==> src/rtl/hazard_pkg.sv <==
// Shared types and constants for the pipeline hazard controller.
package hazard_pkg;

    localparam int unsigned REG_W = 5;
    localparam logic [REG_W-1:0] REG_ZERO = 5'd0;

    typedef enum logic [1:0] {
        RUN      = 2'd0,
        MUL_WAIT = 2'd1,
        MUL_LAST = 2'd2
    } hazard_state_e;

endpackage

==> src/rtl/hazard_ctrl_unit_if.sv <==
// Pipeline-side view of the hazard controller: stage register/control inputs and
// the stall, hold and flush controls it returns.
interface hazard_ctrl_unit_if;
    import hazard_pkg::*;

    logic [REG_W-1:0] ID_rs;
    logic [REG_W-1:0] ID_rt;
    logic             ID_usesRt;
    logic             ID_branch;
    logic             branchTaken;
    logic             EX_MemRead;
    logic             EX_regWrite;
    logic [REG_W-1:0] EX_writeReg;
    logic             EX_mulOp;
    logic             MEM_MemRead;
    logic [REG_W-1:0] MEM_writeReg;

    logic PCWrite;
    logic IF_ID_Write;
    logic IF_ID_flush;
    logic ID_EX_Write;
    logic ID_EX_flush;
    logic EX_MEM_flush;
    logic mul_done;

    modport master (
        output ID_rs, ID_rt, ID_usesRt, ID_branch, branchTaken,
        output EX_MemRead, EX_regWrite, EX_writeReg, EX_mulOp,
        output MEM_MemRead, MEM_writeReg,
        input  PCWrite, IF_ID_Write, IF_ID_flush, ID_EX_Write, ID_EX_flush,
        input  EX_MEM_flush, mul_done
    );

    modport slave (
        input  ID_rs, ID_rt, ID_usesRt, ID_branch, branchTaken,
        input  EX_MemRead, EX_regWrite, EX_writeReg, EX_mulOp,
        input  MEM_MemRead, MEM_writeReg,
        output PCWrite, IF_ID_Write, IF_ID_flush, ID_EX_Write, ID_EX_flush,
        output EX_MEM_flush, mul_done
    );

endinterface

==> src/rtl/hazard_reg_match.sv <==
// Compares one source register against one destination register; r0 never matches.
module hazard_reg_match
    import hazard_pkg::*;
(
    input  logic [REG_W-1:0] src_i,
    input  logic [REG_W-1:0] dst_i,
    output logic             match_o
);

    assign match_o = (src_i == dst_i) && (dst_i != REG_ZERO);

endmodule

==> src/rtl/hazard_ctrl_unit.sv <==
// Pipeline hazard controller: load-use and branch-operand stalls, taken-branch
// squash, and multi-cycle multiply hold sequencing.
module hazard_ctrl_unit
    import hazard_pkg::*;
#(
    parameter int unsigned MUL_LATENCY = 4,
    parameter int unsigned CNT_W       = 4
) (
    input logic               clk,
    input logic               reset,
    hazard_ctrl_unit_if.slave bus
);

    hazard_state_e    state_q, state_d;
    logic [CNT_W-1:0] cnt_q, cnt_d;

    logic lu_rs, lu_rt, br_ex_rs, br_ex_rt, br_mem_rs, br_mem_rt;

    hazard_reg_match u_lu_rs (.src_i(bus.ID_rs), .dst_i(bus.EX_writeReg),  .match_o(lu_rs));
    hazard_reg_match u_lu_rt (.src_i(bus.ID_rt), .dst_i(bus.EX_writeReg),  .match_o(lu_rt));
    hazard_reg_match u_br_ex_rs (.src_i(bus.ID_rs), .dst_i(bus.EX_writeReg), .match_o(br_ex_rs));
    hazard_reg_match u_br_ex_rt (.src_i(bus.ID_rt), .dst_i(bus.EX_writeReg), .match_o(br_ex_rt));
    hazard_reg_match u_br_mem_rs (.src_i(bus.ID_rs), .dst_i(bus.MEM_writeReg), .match_o(br_mem_rs));
    hazard_reg_match u_br_mem_rt (.src_i(bus.ID_rt), .dst_i(bus.MEM_writeReg), .match_o(br_mem_rt));

    logic lu_haz, br_haz, stall, hold;

    assign lu_haz = bus.EX_MemRead && (lu_rs || (lu_rt && bus.ID_usesRt));
    assign br_haz = bus.ID_branch &&
                    ((bus.EX_regWrite && (br_ex_rs || (br_ex_rt && bus.ID_usesRt))) ||
                     (bus.MEM_MemRead && (br_mem_rs || (br_mem_rt && bus.ID_usesRt))));
    assign stall  = lu_haz || br_haz;
    // In MUL_LAST the multiply is still in EX, so its mulOp must not restart the hold.
    assign hold   = ((state_q == RUN) && bus.EX_mulOp) || (state_q == MUL_WAIT);

    logic pc_write, if_id_write, if_id_flush, id_ex_write, id_ex_flush, ex_mem_flush, mul_done;

    always_comb begin
        state_d      = state_q;
        cnt_d        = cnt_q;
        pc_write     = 1'b1;
        if_id_write  = 1'b1;
        if_id_flush  = 1'b0;
        id_ex_write  = 1'b1;
        id_ex_flush  = 1'b0;
        ex_mem_flush = 1'b0;
        mul_done     = 1'b0;

        case (state_q)
            RUN: begin
                if (bus.EX_mulOp) begin
                    cnt_d   = CNT_W'(MUL_LATENCY - 2);
                    state_d = (MUL_LATENCY == 2) ? MUL_LAST : MUL_WAIT;
                end
            end
            MUL_WAIT: begin
                cnt_d = cnt_q - CNT_W'(1);
                if (cnt_q == CNT_W'(1)) begin
                    state_d = MUL_LAST;
                end
            end
            MUL_LAST: begin
                mul_done = 1'b1;
                state_d  = RUN;
            end
            default: state_d = RUN;
        endcase

        if (reset) begin
            state_d      = RUN;
            cnt_d        = '0;
            pc_write     = 1'b0;
            if_id_write  = 1'b0;
            if_id_flush  = 1'b1;
            id_ex_write  = 1'b1;
            id_ex_flush  = 1'b1;
            ex_mem_flush = 1'b1;
            mul_done     = 1'b0;
        end else if (hold) begin
            pc_write     = 1'b0;
            if_id_write  = 1'b0;
            id_ex_write  = 1'b0;
            ex_mem_flush = 1'b1;
        end else if (stall) begin
            // Taken flag is dropped: the branch re-resolves once operands are ready.
            pc_write    = 1'b0;
            if_id_write = 1'b0;
            id_ex_flush = 1'b1;
        end else if (bus.branchTaken) begin
            if_id_flush = 1'b1;
        end
    end

    always_ff @(posedge clk) begin
        if (reset) begin
            state_q <= RUN;
            cnt_q   <= '0;
        end else begin
            state_q <= state_d;
            cnt_q   <= cnt_d;
        end
    end

    assign bus.PCWrite      = pc_write;
    assign bus.IF_ID_Write  = if_id_write;
    assign bus.IF_ID_flush  = if_id_flush;
    assign bus.ID_EX_Write  = id_ex_write;
    assign bus.ID_EX_flush  = id_ex_flush;
    assign bus.EX_MEM_flush = ex_mem_flush;
    assign bus.mul_done     = mul_done;

endmodule

==> src/flat_wrapper.sv <==
// flat-port wrapper written by rule: the top's interface ports become plain ports
module hazard_ctrl_unit_flat import hazard_pkg::*;
#(
    parameter int unsigned MUL_LATENCY = 4,
    parameter int unsigned CNT_W       = 4
)
  (clk, reset, bus_ID_rs, bus_ID_rt, bus_ID_usesRt, bus_ID_branch, bus_branchTaken, bus_EX_MemRead, bus_EX_regWrite, bus_EX_writeReg, bus_EX_mulOp, bus_MEM_MemRead, bus_MEM_writeReg, bus_PCWrite, bus_IF_ID_Write, bus_IF_ID_flush, bus_ID_EX_Write, bus_ID_EX_flush, bus_EX_MEM_flush, bus_mul_done);
  hazard_ctrl_unit_if bus_i ();
  input logic clk;
  input logic reset;
  input wire logic [$bits(bus_i.ID_rs)-1:0] bus_ID_rs;
  input wire logic [$bits(bus_i.ID_rt)-1:0] bus_ID_rt;
  input wire logic [$bits(bus_i.ID_usesRt)-1:0] bus_ID_usesRt;
  input wire logic [$bits(bus_i.ID_branch)-1:0] bus_ID_branch;
  input wire logic [$bits(bus_i.branchTaken)-1:0] bus_branchTaken;
  input wire logic [$bits(bus_i.EX_MemRead)-1:0] bus_EX_MemRead;
  input wire logic [$bits(bus_i.EX_regWrite)-1:0] bus_EX_regWrite;
  input wire logic [$bits(bus_i.EX_writeReg)-1:0] bus_EX_writeReg;
  input wire logic [$bits(bus_i.EX_mulOp)-1:0] bus_EX_mulOp;
  input wire logic [$bits(bus_i.MEM_MemRead)-1:0] bus_MEM_MemRead;
  input wire logic [$bits(bus_i.MEM_writeReg)-1:0] bus_MEM_writeReg;
  output wire logic [$bits(bus_i.PCWrite)-1:0] bus_PCWrite;
  output wire logic [$bits(bus_i.IF_ID_Write)-1:0] bus_IF_ID_Write;
  output wire logic [$bits(bus_i.IF_ID_flush)-1:0] bus_IF_ID_flush;
  output wire logic [$bits(bus_i.ID_EX_Write)-1:0] bus_ID_EX_Write;
  output wire logic [$bits(bus_i.ID_EX_flush)-1:0] bus_ID_EX_flush;
  output wire logic [$bits(bus_i.EX_MEM_flush)-1:0] bus_EX_MEM_flush;
  output wire logic [$bits(bus_i.mul_done)-1:0] bus_mul_done;
  assign bus_i.ID_rs = bus_ID_rs;
  assign bus_i.ID_rt = bus_ID_rt;
  assign bus_i.ID_usesRt = bus_ID_usesRt;
  assign bus_i.ID_branch = bus_ID_branch;
  assign bus_i.branchTaken = bus_branchTaken;
  assign bus_i.EX_MemRead = bus_EX_MemRead;
  assign bus_i.EX_regWrite = bus_EX_regWrite;
  assign bus_i.EX_writeReg = bus_EX_writeReg;
  assign bus_i.EX_mulOp = bus_EX_mulOp;
  assign bus_i.MEM_MemRead = bus_MEM_MemRead;
  assign bus_i.MEM_writeReg = bus_MEM_writeReg;
  assign bus_PCWrite = bus_i.PCWrite;
  assign bus_IF_ID_Write = bus_i.IF_ID_Write;
  assign bus_IF_ID_flush = bus_i.IF_ID_flush;
  assign bus_ID_EX_Write = bus_i.ID_EX_Write;
  assign bus_ID_EX_flush = bus_i.ID_EX_flush;
  assign bus_EX_MEM_flush = bus_i.EX_MEM_flush;
  assign bus_mul_done = bus_i.mul_done;
  hazard_ctrl_unit #(.MUL_LATENCY(MUL_LATENCY), .CNT_W(CNT_W)) u_core (.clk(clk), .reset(reset), .bus(bus_i));
endmodule
==> config.mk <==
export PLATFORM = sky130hd
export DESIGN_NAME = hazard_ctrl_unit_flat
export DESIGN_NICKNAME = d
export VERILOG_FILES = /design/src/rtl/hazard_pkg.sv /design/src/rtl/hazard_ctrl_unit_if.sv /design/src/rtl/hazard_reg_match.sv /design/src/rtl/hazard_ctrl_unit.sv /design/src/flat_wrapper.sv
export SDC_FILE = /design/constraint.sdc
export NUM_CORES = 1
export LEC_CHECK = 0
export BUFFER_PORTS_ARGS = -buffer_cell sky130_fd_sc_hd__buf_2
export CORE_AREA = 2 2 42 44
export CTS_CLUSTER_DIAMETER = 80
export DETAILED_ROUTE_END_ITERATION = 6
export DIE_AREA = 0 0 44 46
export PLACE_DENSITY_LB_ADDON = 0.1
export SYNTH_ARGS = -nofsm -noshare
export SYNTH_HDL_FRONTEND = slang
export SYNTH_SLANG_ARGS = --single-unit
==> constraint.sdc <==
create_clock -name clk -period 1.55 [get_ports clk]
set_input_delay 0.155 -clock clk [delete_from_list [all_inputs] [get_ports clk]]
set_output_delay 0.155 -clock clk [all_outputs]
set_load 0.01 [all_outputs]
* After elaboration in Yosys (flattened, before gate mapping) *
Cells that the tools add are included.
W data, S select, Z words.

word-level totals
  output and inout bits = 7
  bits in registers = 6
  logic and storage cells = 55

cells by class
  multiplexer cells = 21
  reduce and logical (&&, ||, !) cells = 22
  add/sub/neg operators = 1
  equal/unequal tests = 9

operators with widths
  cell                   number
  $eq A5 B5 Y1           4
  $mux W1                16
  $logic_and A1 B1 Y1    11
  $reduce_bool A5 Y1     2
  $pmux W4 S2            1
  $logic_or A1 B1 Y1     5
  $eq A4 B1 Y1 const B   1
  $mux W2                2
  $mux W4                1
  $ne A2 B2 Y1 const B   2
  $pmux W2 S2            1
  $reduce_and A2 Y1      2
  $sub A4 B1 Y4 const B  1
  $eq A2 B1 Y1 const B   1
  $eq A2 B2 Y1 const B   1
  $logic_not A2 Y1       1
  $reduce_bool A2 Y1     1

* Logic depth before layout (Yosys ltp) *
Gate-level depths: netlist of run 1.

  depth in word-level cells = 11
  mapped depth = 6
  depth with buffers taken out = 5

* Cells and area by module *
A second synthesis of run 1 with hierarchy kept.

second synthesis, totals
  cell total of the unflattened synthesis = 97
  area, all modules = 793.3 sq um

modules (own cells, without submodules)
  module            times used  area each (sq um)  cells each
  hazard_reg_match  6           70.1               9
  hazard_ctrl_unit  1           372.9              43

* Worst setup path before layout of run 1 *
OpenSTA, ideal clock, no wires.

  path type = input to output
  from = in bus_MEM_writeReg[1]
  to = out bus_PCWrite
  path slack = -38 ps
  data arrival time = 1433 ps
  stages on the path = 5
  path buffers = 1
  cells stage by stage = or4_1 > o211ai_1 > o32a_1 > nor2b_1 > buf_4

on the way
  word-level cells in the longest chain between the ends = 11
  elaborated cells between the ends (all ways) = 14

ends and longest elaborated chain
  what                                                RTL line                source
  start, declared                                     flat_wrapper.sv:21      input wire logic [$bits(bus_i.MEM_writeReg)-1:0] bus_MEM_writeReg;
  $eq A5 B5 Y1 or $reduce_bool A5 Y1 (tied branches)  hazard_reg_match.sv:10  assign match_o = (src_i == dst_i) && (dst_i != REG_ZERO);
  $logic_and A1 B1 Y1                                 hazard_reg_match.sv:10
  $logic_and A1 B1 Y1                                 hazard_ctrl_unit.sv:31  (bus.MEM_MemRead && (br_mem_rs || (br_mem_rt && bus.ID_usesRt))));
  $logic_or A1 B1 Y1 *                                hazard_ctrl_unit.sv:31
  $logic_and A1 B1 Y1 *                               hazard_ctrl_unit.sv:31
  $logic_or A1 B1 Y1 *                                hazard_ctrl_unit.sv:30  ((bus.EX_regWrite && (br_ex_rs || (br_ex_rt && bus.ID_usesRt))) ||
  $logic_and A1 B1 Y1 *                               hazard_ctrl_unit.sv:29  assign br_haz = bus.ID_branch &&
  $logic_or A1 B1 Y1 *                                hazard_ctrl_unit.sv:32  assign stall = lu_haz || br_haz;
  $mux W1 * (3 in series)                             --
  end, declared                                       flat_wrapper.sv:22      output wire logic [$bits(bus_i.PCWrite)-1:0] bus_PCWrite;

Mark *: on every way between the ends. The rest lies on a longest branch, timed or not.

* Worst setup path in the final report of run 1 *
  from = in bus_EX_writeReg[3]
  to = out bus_PCWrite

on the way
  word-level cells in the longest chain between the ends = 11
  elaborated cells between the ends (all ways) = 15

ends and longest elaborated chain
  what                                                RTL line                                        source
  start, declared                                     flat_wrapper.sv:18                              input wire logic [$bits(bus_i.EX_writeReg)-1:0] bus_EX_writeReg;
  $eq A5 B5 Y1 or $reduce_bool A5 Y1 (tied branches)  hazard_reg_match.sv:10
  $logic_and A1 B1 Y1                                 hazard_reg_match.sv:10
  $logic_and A1 B1 Y1                                 hazard_ctrl_unit.sv:28, hazard_ctrl_unit.sv:30
  $logic_or A1 B1 Y1 *                                hazard_ctrl_unit.sv:28, hazard_ctrl_unit.sv:30
  $logic_and A1 B1 Y1                                 hazard_ctrl_unit.sv:30
  $logic_or A1 B1 Y1                                  hazard_ctrl_unit.sv:30
  $logic_and A1 B1 Y1                                 hazard_ctrl_unit.sv:29
  $logic_or A1 B1 Y1 *                                hazard_ctrl_unit.sv:32
  $mux W1 *                                           hazard_ctrl_unit.sv:84                          end else if (stall) begin
  $mux W1 *                                           hazard_ctrl_unit.sv:79                          end else if (hold) begin
  $mux W1 *                                           hazard_ctrl_unit.sv:69                          if (reset) begin

Marks and branches as above.

==> impl_results.md, run 1 <==
- Outcome: finished, violations left
- Failing checks: negative setup slack
- Cts-stage hold buffer count: 0
- Final Power: 0.558 mW
- Gr usage total: 18.8%
- Crit path DAT: 1.50 ns
- Min Hold Slack: 0.216 ns
- Final Max Tran Viols: 0
- # fillers: 166
- CTS tree: built
- Hold_sp: reset
- Initial Util: 37.4%
- Top Ports: 36
- Number of enable flip-flop cells after synthesis: 0
- Crit path max-delay family: simple AND/OR/NAND/NOR gates
- Max-Cap Viols: 0
- Cts bufs inserted: 3
- Vias in the first global route: 649
- Ant. Diodes: 0
- Post-Synthesis Cell Area: 603 sq um
- Largest net degree at the start of global routing: 11
- Max FO, Critical Path: 3
- Nets: 151
- GRT Residual Overflow: 0
- Slack of the critical path: -0.104 ns
- Maximum clock path buffer count: 2
- DR iter-0 viols: 6
- CP Depth: 7
- Peak supply drop: 440 uV
- GR Util met1: 19.7%
- GR Util met2: 34.1%
- Synthesized area per cell: 8.04 sq um
- Pre-Repair DR Iteration Count: 4
- Core box area: 1610 sq um
- Yosys warns: 0
- FP Rows: 15
- Yosys reg bits: 6
- Die Span Y: 46 um
- Power density over the cells: 586 nW/um^2
- Worst Path Buf+Inv: 3
- Seq/Total Area, Yosys: 19.9%
- Synth Flop Type: dfxtp_1
- Yosys cell types: 29
- Endpoints failing hold: 0
- Setup Viol. Count Final: 4
- Crit path capture type: output port
- Slowest stage cell on the critical path: or4_1
- Commonest cells post-synth: xor2_1, nor2_1, dfxtp_1
- CP startpoint kind: primary input
- RSZ-0062 raised after global routing: yes
- Slew @ Worst Pin: 0.273 ns
- Gr busiest metal: met2
- Final wirelength: 1820 um
- H-tree levels: 1
- Layout cells sized above 1: 45.8%
- ANT nets after route: 0
- Die Area: 2020 sq um
- Initial antenna violation count: 0
- Required time of the critical path: 1.39 ns
- Skew-Pair Late Insertion Delay: 0.24 ns
- Port bufs: 35
- Hold Crit Depth: 2
- Slew headroom: 81.6%
- Crit Path Class: in -> out
- Fmax: 605 MHz
- Minimum clock period: 1.65 ns
- Horiz. Die Dim: 44 um
- Routed wire length per instance: 13.5 um
- Area Growth Syn to Fin: 57.9%
- Syn Inst Count: 75
- Clk slew on worst S/H paths: 0.04 ns
- Vias per std cell: 5.16
- CP startpoint: bus_EX_writeReg[3]
- Yosys top cell area share: 26.1%
- DR vias: 697
- M3 GR Usage: 1.59%
- Worst reg2reg path depth: 3
- Global-route wire length before repair: 2680 um
- Clock skew: 0.00163 ns
- Yosys top cell by area: xor2_1
- Post-DP HPWL: 1360 um
- Syn nets: 106
- Cell chain of the critical path: buf_2, buf_4, or4_1, nor2_1, o32a_1, nor2b_4, buf_6
- Share of synthesized registers carrying an async set or reset: 0%
- Hold Path Class: in -> reg
- Most numerous cell in the Yosys netlist: xor2_1
- Gpl congestion: 0.813
- Tcrit/Tclk final: 107%
- Leak: 0.457 nW
- Crit-path max cell delay: 0.47 ns
- Root buffer cell: clkbuf_4
- Reg2reg start: u_core.state_q[0]
- Clk sink count: 6
- DRC viols: 0
- Main area contributors after synthesis: xor2_1, dfxtp_1, nor2_1, ha_1, nor3_1
-- report_power, final --
part / total (mW) / switching [mW] / leakage, nW / internal, mW
combinational: 0.237 / 0.109 / 0.394 / 0.128
clock: 0.140 / 0.0529 / 0.0138 / 0.0873
sequential: 0.180 / 0.0128 / 0.0496 / 0.168
-- metrics by stage --
stage	util [%]	TNS (ns)	setup WS, ns	instance area [sq um]	instances
floorplan	-	0	0.0400	606	75
global placement	52.0	-0.429	-0.147	840	131
detailed placement	52.0	-0.474	-0.162	840	131
CTS	56.2	-0.279	-0.0978	907	135
global route	59.0	-0.554	-0.170	952	135
finish	59.0	-0.321	-0.104	952	135
-- layout by cell type, fill, tap and decap left out, types with 2 or more instances in the layout --
cell type and n:
a21oi_1 2, a22oi_1 2, a32oi_1 2, buf_2 27, buf_4 7, buf_6 8
clkbuf_4 3, dfxtp_1 5, ha_1 2, inv_1 2, nor2_1 11, nor3_1 4
or3_1 2, xnor2_1 2, xor2_1 17
-- per-layer routing --
layer	part of all wire, %	routed length [um]
met2	53	966
met1	37	676
met4	3.6	65
met5	0	0
met3	6.2	113
-- state kept, by name, summed over array words and instances (netlist names) --
name and flops:
u_core.cnt_q 4, u_core.state_q 2
-- layout make-up --
type                    instances  area [sq um]  share of cell area [%]
multi-input cells              64           487                    51.1
repair buffers                 43           293                    30.7
flip-flops and latches          6           121                    12.7
clock buffers                   3          22.5                    2.37
well taps                      17          21.3                    2.23
inverters                       2          7.51                   0.788
-- cell families (layout without fill, tap and decap cells) --
logic type	after synthesis	in the layout	synth area share [%]
AO/OA/AOI/OAI	13	13	16.4
XOR/XNOR	20	20	29.0
adder cells (fa/ha/maj)	2	2	4.15
buffers and inverters	5	48	3.74
flip-flops	6	6	19.9
multiplexers	1	1	1.87
AND/OR/NAND/NOR	28	28	24.9
-- repair_timing --
action	4_1_cts	5_1_grt
pin swaps	8	10
resized for setup	9	8
hold endpoints to repair	0	0
endpoints found under the setup margin	5	4
setup buffers	1	0
-- final timing paths --
kind / end / slack (ns)
hold / removal: u_core.cnt_q[2] / 0.22
setup reg to reg: u_core.cnt_q[1] / 0.32
hold reg to reg: u_core.state_q[1] / 0.53
setup / recovery: bus_PCWrite / -0.10
Note: power is estimated with default switching activity, not from simulation.
==> run 2: changes to the inputs <==
==> constraint.sdc (replaced) <==
create_clock -name clk -period 1.65 [get_ports clk]
set_input_delay 0.165 -clock clk [delete_from_list [all_inputs] [get_ports clk]]
set_output_delay 0.165 -clock clk [all_outputs]
set_load 0.01 [all_outputs]
==> run 2 against run 1 <==
  * The run now ends clean
  * Register-to-register slack improved by 0.08 ns
  * Critical path depth did not move
  * Combinational power fell by 8%
  * Wire length fell by 10%
  * Worst setup slack improved by 0.12 ns
  * Clock-buffer cell count did not move
  * Critical endpoint is now bus_IF_ID_flush
  * Highest routed layer is now met3
  * Critical path type unchanged
  * Largest cell class unchanged
  * Flip-flop and latch count did not move
==> impl_results.md, run 2 (synthesis results as in run 1) <==
- Dpl ws: -0.0874 ns
- GRT Residual Overflow: 0
- # placed instances: 131
- Slew headroom: 81.7%
- Biggest regs: u_core.cnt_q (4), u_core.state_q (2)
- # fillers: 157
- Top Ports: 36
- Skew-Pair Late Insertion Delay: 0.24 ns
- DR vias: 694
- Setup TNS: 0 ns
- Min Hold Slack: 0.213 ns
- Cts-stage hold buffer count: 0
- Root buffer cell: clkbuf_4
- Final Max Tran Viols: 0
- RSZ-0062 raised after global routing: yes
- Setup Viol. Count Final: 0
- Slew @ Worst Pin: 0.272 ns
- Die Span Y: 46 um
- Sw frac: 31.4%
- Most frequent cells in the layout: buf_2, xor2_1, nor2_1, buf_6, buf_4
- Core box area: 1610 sq um
- Post-DP HPWL: 1260 um
- Initial Util: 37.4%
- Max-Cap Viols: 0
- Global-route wire length before repair: 2620 um
- Max reg flops: 4
- Vias in the first global route: 622
- CP startpoint kind: primary input
- Required time of the critical path: 1.48 ns
- Power density over the cells: 551 nW/um^2
- Cts bufs inserted: 3
- Vias per std cell: 5.14
- Outcome: finished, final reports clean
- Sequential group share of total power: 32.7%
- FP Rows: 15
- Die Area: 2020 sq um
- Endpoints failing hold: 0
- Routed wire length per instance: 12.1 um
- Final wirelength: 1630 um
- Maximum clock path buffer count: 2
- Area Growth Syn to Fin: 56.6%
- Most common cell after layout, fill and taps aside: buf_2
- Placed Area: 837 sq um
- DRC viols: 0
- Crit path DAT: 1.47 ns
- Final Non-Filler Cells: 135
- Initial antenna violation count: 0
- Minimum clock period: 1.64 ns
- Crit Path Class: in -> out
- Clock power frac: 25.4%
- ANT nets after route: 0
- H-tree levels: 1
- Switching power: 0.163 mW
- Port bufs: 35
- Leak: 0.450 nW
- Clock skew: 0.00755 ns
- Ant. Diodes: 0
- Peak supply drop: 471 uV
- Area taken by flip-flops and latches: 121 sq um
- Layout cells sized above 1: 46.6%
- DR iter-0 viols: 8
- Multi-input logic area: 489 sq um
- Nets: 151
- Comb pwr share: 41.9%
- Horiz. Die Dim: 44 um
- Gpl congestion: 0.833
- Hold Path Class: in -> reg
- Final Instance Area: 945 sq um
- Top reg by flops: u_core.cnt_q
- Slack of the critical path: 0.0114 ns
- Int Pwr: 0.357 mW
- Tcrit/Tclk final: 99.3%
- CTS tree: built
- Gr usage total: 17.5%
- Crit path capture type: output port
- Largest net degree at the start of global routing: 11
- Fmax: 610 MHz
- Clk slew on worst S/H paths: 0.05 ns
- Clk sink count: 6
- Max FO, Critical Path: 3
- Pre-Repair DR Iteration Count: 6
-- run 2: per-layer routing --
metal	wire length, um	vias up	GRT usage [%]
li1	-	353	-
met3	142	0	5.95
met4	0	0	3.64
met2	720	32	27.6
met1	768	309	23.1
met5	0	-	0
-- run 2: cell type report --
type                    instances  area share [%]
repair buffers                 43            29.9
well taps                      17            2.25
clock buffers                   3            2.38
inverters                       2           0.795
flip-flops and latches          6            12.8
multi-input cells              64            51.8
-- run 2: final timing paths --
check	startpoint	to	slack [ns]	cells past startpoint
max	bus_ID_rt[4]	bus_IF_ID_flush	0.01	7
max reg2reg	u_core.cnt_q[0]	u_core.cnt_q[3]	0.40	4
min	reset	u_core.cnt_q[0]	0.21	2
min reg2reg	u_core.state_q[0]	u_core.state_q[0]	0.53	1
-- run 2: metrics by stage --
stage | power [mW] | utilization (%)
finish | 0.520 | 58.5
global route | 0.562 | 58.5
CTS | 0.504 | 54.4
detailed placement | 0.364 | 51.9
global placement | 0.363 | 51.9
floorplan | 0.278 | -
-- run 2: power groups by stage --
stage | clock [mW] | sequential, mW | combinational [mW]
2_1_floorplan | 0 | 0.168 | 0.110
3_3_place_gp | 0 | 0.171 | 0.191
3_5_place_dp | 0 | 0.171 | 0.193
4_1_cts | 0.135 | 0.169 | 0.199
5_1_grt | 0.149 | 0.171 | 0.242
6_report | 0.132 | 0.170 | 0.218
-- run 2: worst max-delay path, stage by stage --
cell and delay, ns:
buf_2 0.11, xor2_1 0.14, nor4_2 0.27, a32oi_1 0.13
o32a_1 0.34, a31o_1 0.18, buf_2 0.13
-- run 2: what timing repair did --
item,in CTS,in global routing
endpoints found under the setup margin,4,5
buffers inserted,0,1
gates resized for setup,4,13
pin swaps,6,4
